`src/rtl/mmul_pkg.sv`:
```
// mmul_pkg
//   Shared definitions for the modular-multiplier host sequencer:
//   default word width / operand length / watchdog limit, the command
//   op codes and the sequencer state encoding.
package mmul_pkg;

  localparam int DW_DEF    = 16;    // multiplier datain width
  localparam int WORDS_DEF = 16;    // 256-bit operand / DW
  localparam int TMO_DEF   = 4096;  // WAIT watchdog limit in cycles

  // Command op codes
  localparam logic [1:0] OP_LOAD_PAB = 2'b00;  // load P, A, B
  localparam logic [1:0] OP_LOAD_AB  = 2'b01;  // load A, B (reuse P)
  localparam logic [1:0] OP_LOAD_B   = 2'b10;  // load B (reuse A, P)
  localparam logic [1:0] OP_RSVD     = 2'b11;  // reserved, flags err

  typedef enum logic [2:0] {
    ST_IDLE   = 3'd0,
    ST_LOAD_P = 3'd1,
    ST_LOAD_A = 3'd2,
    ST_LOAD_B = 3'd3,
    ST_START  = 3'd4,
    ST_WAIT   = 3'd5,
    ST_READ   = 3'd6
  } state_t;

endpackage

```
`src/rtl/mmul_host_seq.sv`:
```
// mmul_host_seq
//   Host-side sequencer for the 256-bit modular multiplier. Takes a command
//   (op, result select) and a DW-bit operand word stream, drives the
//   multiplier load strobes and shared datain bus, starts a run, waits for
//   m_rdy and streams the selected result register back out.
//
// Optional feature: define MMUL_SEQ_TIMEOUT_EN to add a WAIT watchdog of TMO
//   cycles; on expiry err is set, m_en drops and the sequencer returns to
//   IDLE without reading a result. Without the macro WAIT is unbounded.
//
// Ports
//   clk, rst                  clock, asynchronous active-high reset
//   cmd_valid/cmd_ready       command handshake (ready only in IDLE)
//   cmd_op[1:0], cmd_rsel     op code, result source (0 = C, 1 = D)
//   in_valid/in_ready/in_data operand word stream, LS word first
//   out_valid/out_ready       result word handshake
//   out_data, out_last        result word (LS first), final-word marker
//   busy                      sequencer not idle
//   err                       sticky: reserved op or timeout
//   m_datain                  multiplier datain bus
//   m_loadp/m_loada/m_loadb   multiplier operand load strobes
//   m_en                      multiplier run enable (registered)
//   m_outc/m_outd             multiplier result shift strobes
//   m_cout/m_dout, m_rdy      multiplier result words and done flag
module mmul_host_seq
  import mmul_pkg::*;
#(
  parameter int DW    = DW_DEF,
  parameter int WORDS = WORDS_DEF
`ifdef MMUL_SEQ_TIMEOUT_EN
  ,
  parameter int TMO   = TMO_DEF
`endif
) (
  input  logic          clk,
  input  logic          rst,
  input  logic          cmd_valid,
  output logic          cmd_ready,
  input  logic [1:0]    cmd_op,
  input  logic          cmd_rsel,
  input  logic          in_valid,
  output logic          in_ready,
  input  logic [DW-1:0] in_data,
  output logic          out_valid,
  input  logic          out_ready,
  output logic [DW-1:0] out_data,
  output logic          out_last,
  output logic          busy,
  output logic          err,
  output logic [DW-1:0] m_datain,
  output logic          m_loadp,
  output logic          m_loada,
  output logic          m_loadb,
  output logic          m_en,
  output logic          m_outc,
  output logic          m_outd,
  input  logic [DW-1:0] m_cout,
  input  logic [DW-1:0] m_dout,
  input  logic          m_rdy
);

  localparam int            CW        = (WORDS > 1) ? $clog2(WORDS) : 1;
  localparam logic [CW-1:0] LAST_WORD = CW'(WORDS - 1);

  state_t        state_reg, state_next;
  logic [CW-1:0] cnt_reg, cnt_next;
  logic          rsel_reg, rsel_next;
  logic          err_reg, err_next;
  logic          m_en_reg;
  logic          word_hs;
  logic          cnt_last;

  assign cnt_last = (cnt_reg == LAST_WORD);
  assign err      = err_reg;
  assign m_en     = m_en_reg;

`ifdef MMUL_SEQ_TIMEOUT_EN
  localparam int TW = $clog2(TMO + 1);

  logic [TW-1:0] tmo_cnt_reg;
  logic          tmo_hit;

  // Counts cycles spent in WAIT; tmo_hit marks the TMO-th such cycle.
  assign tmo_hit = (tmo_cnt_reg == TW'(TMO - 1));

  always_ff @(posedge clk or posedge rst) begin
    if (rst)
      tmo_cnt_reg <= '0;
    else if (state_reg == ST_WAIT)
      tmo_cnt_reg <= tmo_cnt_reg + 1'b1;
    else
      tmo_cnt_reg <= '0;
  end
`endif

  always_ff @(posedge clk or posedge rst) begin
    if (rst) begin
      state_reg <= ST_IDLE;
      cnt_reg   <= '0;
      rsel_reg  <= 1'b0;
      err_reg   <= 1'b0;
      m_en_reg  <= 1'b0;
    end else begin
      state_reg <= state_next;
      cnt_reg   <= cnt_next;
      rsel_reg  <= rsel_next;
      err_reg   <= err_next;
      // Enable is high for exactly the WAIT cycles: it rises on the edge
      // leaving START and falls on the edge that sees m_rdy (or timeout).
      m_en_reg  <= (state_next == ST_WAIT);
    end
  end

  always_comb begin
    state_next = state_reg;
    cnt_next   = cnt_reg;
    rsel_next  = rsel_reg;
    err_next   = err_reg;
    word_hs    = 1'b0;
    cmd_ready  = 1'b0;
    in_ready   = 1'b0;
    out_valid  = 1'b0;
    out_data   = '0;
    out_last   = 1'b0;
    m_datain   = '0;
    m_loadp    = 1'b0;
    m_loada    = 1'b0;
    m_loadb    = 1'b0;
    m_outc     = 1'b0;
    m_outd     = 1'b0;
    busy       = (state_reg != ST_IDLE);

    case (state_reg)
      ST_IDLE: begin
        cmd_ready = 1'b1;
        if (cmd_valid) begin
          // The op only selects the entry state, so only rsel is kept.
          rsel_next = cmd_rsel;
          err_next  = 1'b0;
          case (cmd_op)
            OP_LOAD_PAB: state_next = ST_LOAD_P;
            OP_LOAD_AB:  state_next = ST_LOAD_A;
            OP_LOAD_B:   state_next = ST_LOAD_B;
            default:     err_next   = 1'b1;
          endcase
        end
      end
      ST_LOAD_P: begin
        in_ready = 1'b1;
        m_datain = in_data;
        m_loadp  = in_valid;
        word_hs  = in_valid;
        if (in_valid && cnt_last) state_next = ST_LOAD_A;
      end
      ST_LOAD_A: begin
        in_ready = 1'b1;
        m_datain = in_data;
        m_loada  = in_valid;
        word_hs  = in_valid;
        if (in_valid && cnt_last) state_next = ST_LOAD_B;
      end
      ST_LOAD_B: begin
        in_ready = 1'b1;
        m_datain = in_data;
        m_loadb  = in_valid;
        word_hs  = in_valid;
        if (in_valid && cnt_last) state_next = ST_START;
      end
      ST_START: begin
        state_next = ST_WAIT;
      end
      ST_WAIT: begin
        if (m_rdy) begin
          state_next = ST_READ;
        end
`ifdef MMUL_SEQ_TIMEOUT_EN
        else if (tmo_hit) begin
          err_next   = 1'b1;
          state_next = ST_IDLE;
        end
`endif
      end
      ST_READ: begin
        out_valid = 1'b1;
        out_data  = rsel_reg ? m_dout : m_cout;
        out_last  = cnt_last;
        // Shift only the register being read so the other keeps its value.
        m_outc    = out_ready & ~rsel_reg;
        m_outd    = out_ready & rsel_reg;
        word_hs   = out_ready;
        if (out_ready && cnt_last) state_next = ST_IDLE;
      end
      default: begin
        state_next = ST_IDLE;
      end
    endcase

    // One word counter serves both the load and the read phases.
    if (word_hs) cnt_next = cnt_last ? '0 : cnt_reg + 1'b1;
  end

endmodule
```
`config.mk`:
```
export PLATFORM = sky130hd
export DESIGN_NAME = mmul_host_seq
export DESIGN_NICKNAME = d
export VERILOG_FILES = /design/src/rtl/mmul_pkg.sv /design/src/rtl/mmul_host_seq.sv
export SDC_FILE = /design/constraint.sdc
export NUM_CORES = 1
export LEC_CHECK = 0
export CORE_MARGIN = 8
export CORE_UTILIZATION = 27
export DETAILED_ROUTE_END_ITERATION = 8
export GPL_TIMING_DRIVEN = 0
export PLACE_DENSITY = 0.87
export REMOVE_ABC_BUFFERS = 1
export SYNTH_ARGS = -nofsm -noshare
export SYNTH_HDL_FRONTEND = slang
export SYNTH_SLANG_ARGS = --single-unit
```
`constraint.sdc`:
```
create_clock -name clk -period 1.33 [get_ports clk]
set_input_delay 0.133 -clock clk [delete_from_list [all_inputs] [get_ports clk]]
set_output_delay 0.133 -clock clk [all_outputs]
set_load 0.01 [all_outputs]
```
==> impl_metrics.py <==
metrics = {
    "die": {
        "die_height_um": 77.3,
        "die_x_um": 77.3,
        "start_util_pct": 27.9,
        "core_um2": 3630,
        "rows": 22,
        "die_area_um2": 5980,
        "io-pin-count": 101,
    },
    "place": {
        "dp_hpwl_mm": 3.37,
        "numPortBuffers": 100,
        "gp_congestion": 0.822,
    },
    "timing": {
        "finalCritPeriodShare_pct": 121,
        "min_period_ns": 1.61,
        "skew_ns": 0.00190,
        "setup_slack_ns": -0.279,
        "final_max_slew_viol_count": 0,
        "finalHoldViolCount": 0,
        "worst_pin_slew_ns": 0.393,
        "rsz0062_at_grt": "yes",
        "timing.fmax_ghz": 0.621,
        "final-setup-viol-count": 47,
        "slew-limit-headroom_pct": 73.8,
    },
    "global_route": {
        "grt_pass1_vias": 1459,
        "grt_max_degree": 13,
        "grt_pass1_wl_mm": 7.04,
        "grt_use_total_pct": 14.6,
        "grt_remaining_overflow": 0,
        "grt_antenna_before_repair": 0,
    },
    "cells_and_area": {
        "final_util_pct": 68.1,
        "synthToLayoutAreaGrowth_pct": 144,
        "final_common_cell": "clkdlybuf4s50_1",
        "largest_register_ffs": 4,
        "drive_gt1_share_pct": 47.7,
        "layout_common_cells": "58 x clkdlybuf4s50_1, 29 x buf_6, 20 x buf_2, 16 x mux2i_1, 13 x and2_4",
        "diodes": 0,
        "nets": 306,
    },
    "logic_synthesis": {
        "seq_area_frac_synth_pct": 24.7,
        "syn_area_per_cell_um2": 8.39,
        "synth_cell_types": 38,
        "synth_area_um2": 1010,
        "synthCells": 121,
        "ys_ff_latch": 10,
        "ys_warn_count": 0,
        "synthArstFlopShare_pct": 100,
        "synth_edf_count": 0,
        "synth_ff_type": "dfrtp_1",
    },
    "setup_path": {
        "cpMaxStageDelayCell": "dfrtp_2",
        "startpoint_type": "flip-flop",
        "cp_cell_sequence": "nor2_4 -> nand2_8 -> buf_12 -> buf_8 -> nor2_1 -> buf_2",
        "worst-endpoint-required_ns": 1.20,
        "crit_fanout": 5,
        "cp.arrival_ns": 1.48,
        "critical-path-max-stage-delay_ns": 0.45,
        "crit_type": "flip-flop to output port",
        "worst_setup_path_end_kind": "output port",
    },
    "outcome": {
        "violations": "negative setup slack",
        "outcome": "complete, but fails checks",
    },
    "clock_network": {
        "clk_path_buf_depth": 2,
        "cts-root-buf": "clkbuf_8",
        "cts_sinks": 10,
        "tritoncts": "built",
        "clk_pin_slew_worst_paths_ns": 0.05,
        "cts_made_buffers": 3,
        "htree_levels": 1,
        "insertion_delay_ns": 0.24,
        "hold_buffers": 0,
    },
    "power_and_ir_drop": {
        "p_per_area_nw_per_um2": 1460,
        "p_leak_nw": 1.16,
        "power_mw": 3.61,
        "vdd_drop_max_mv": 0.858,
    },
    "routing": {
        "drcViolationCount": 0,
        "drtPass1Iterations": 4,
        "vias": 1416,
        "ant_nets": 0,
        "drtIter0Drc": 65,
        "wirelength_mm": 4.96,
        "avgRoutedWirePerCell_um": 17.0,
        "vias_per_cell": 4.87,
    },
    "min_path": {
        "hp-class": "primary input to async pin",
    },
    "job": {
        "drv_cap": 0,
    },
}
## layer usage
metal / vias up / share of wire (%) / GRT usage (%)
met3: 7 / 14 / 7.58
li1: 659 / - / -
met1: 640 / 40 / 15.9
met5: - / 0 / 0
met2: 110 / 44 / 23.2
met4: 0 / 1.8 / 6.42
## logic make-up (layout without fill, tap and decap cells)
logic type,Yosys count,in the layout,share of synthesized area [%]
AO/OA/AOI/OAI,14,17,10.6
XOR/XNOR,2,2,1.73
adder cells (fa/ha/maj),4,4,4.93
buffers and inverters,13,132,6.29
flip-flops,10,10,24.7
multiplexers,20,20,20.8
AND/OR/NAND/NOR,58,58,31.0
## final cells by class
class | instances | area [um2]
clock buffers | 3 | 41.3
fillers | 272 | 1160
inverters | 7 | 31.3
multi-input cells | 101 | 916
flip-flops and latches | 10 | 258
well taps | 48 | 60.1
repair buffers | 122 | 1170
## metrics by stage
step	instance area, um2	hold WS (ns)	TNS, ns	instances	setup WS [ns]
final	2470	0.195	-7.76	291	-0.279
after global routing	2470	0.233	-9.94	291	-0.322
after detailed placement	2040	0.435	-22.51	263	-0.595
after CTS	2150	0.179	-7.29	285	-0.247
after global placement	2040	0.430	-21.86	263	-0.572
after floorplan	978	-0.0268	-0.911	115	-0.230
## report_power, final
part | internal, mW | switching [mW] | total, mW
Combinational | 1.57 | 1.10 | 2.67
Sequential | 0.446 | 0.181 | 0.627
Clock | 0.198 | 0.115 | 0.313
## cells in the mapped netlist, types with 2 or more instances
| cell | instances | share of area, % |
|---|---|---|
| ha_1 | 4 | 4.9 |
| inv_1 | 5 | 1.8 |
| mux2i_1 | 17 | 17 |
| buf_2 | 2 | 0.99 |
| and3_1 | 2 | 1.2 |
| and2_1 | 16 | 9.9 |
| o21ai_1 | 2 | 0.99 |
| xnor2_1 | 2 | 1.7 |
| a21oi_1 | 3 | 1.5 |
| nand3_1 | 3 | 1.5 |
| dfrtp_1 | 10 | 25 |
| nor2_1 | 20 | 7.4 |
| nor3_1 | 2 | 0.99 |
| mux2_4 | 2 | 3.0 |
| nand2_1 | 5 | 1.8 |
| nand2b_1 | 3 | 1.8 |
| clkbuf_1 | 2 | 0.74 |
## final timing paths
kind	startpoint	end	slack (ns)	cells after the start
worst max-delay path	state_reg[0]$_DFF_PP0_	out_data[0]	-0.28	6
worst min-delay path	rst	cnt_reg[0]$_DFFE_PP0P_	0.20	2
worst max register to register	state_reg[0]$_DFF_PP0_	cnt_reg[1]$_DFFE_PP0P_	-0.27	5
worst min register to register	err$_DFFE_PP0P_	err$_DFFE_PP0P_	0.52	1
max in group asynchronous	rst	rsel_reg$_DFFE_PP0P_	0.82	2
min in group clk	err$_DFFE_PP0P_	err$_DFFE_PP0P_	0.52	1
## what timing repair did
action                     in CTS  in global routing
setup endpoints to repair      51                 50
buffers inserted               17                  4
hold endpoints to repair        0                  0
gates cloned                    2                  2
gates resized for setup       190                 73
pin swaps                      11                 37
## critical path: cells and delay by family, from the launching register on
| family | cells | cell delay, ns |
|---|---|---|
| buffers and inverters | 3 | 0.40 |
| AND/OR/NAND/NOR | 3 | 0.38 |
| flip-flops | 1 | 0.45 |
Note: power is estimated with default switching activity, not from simulation.
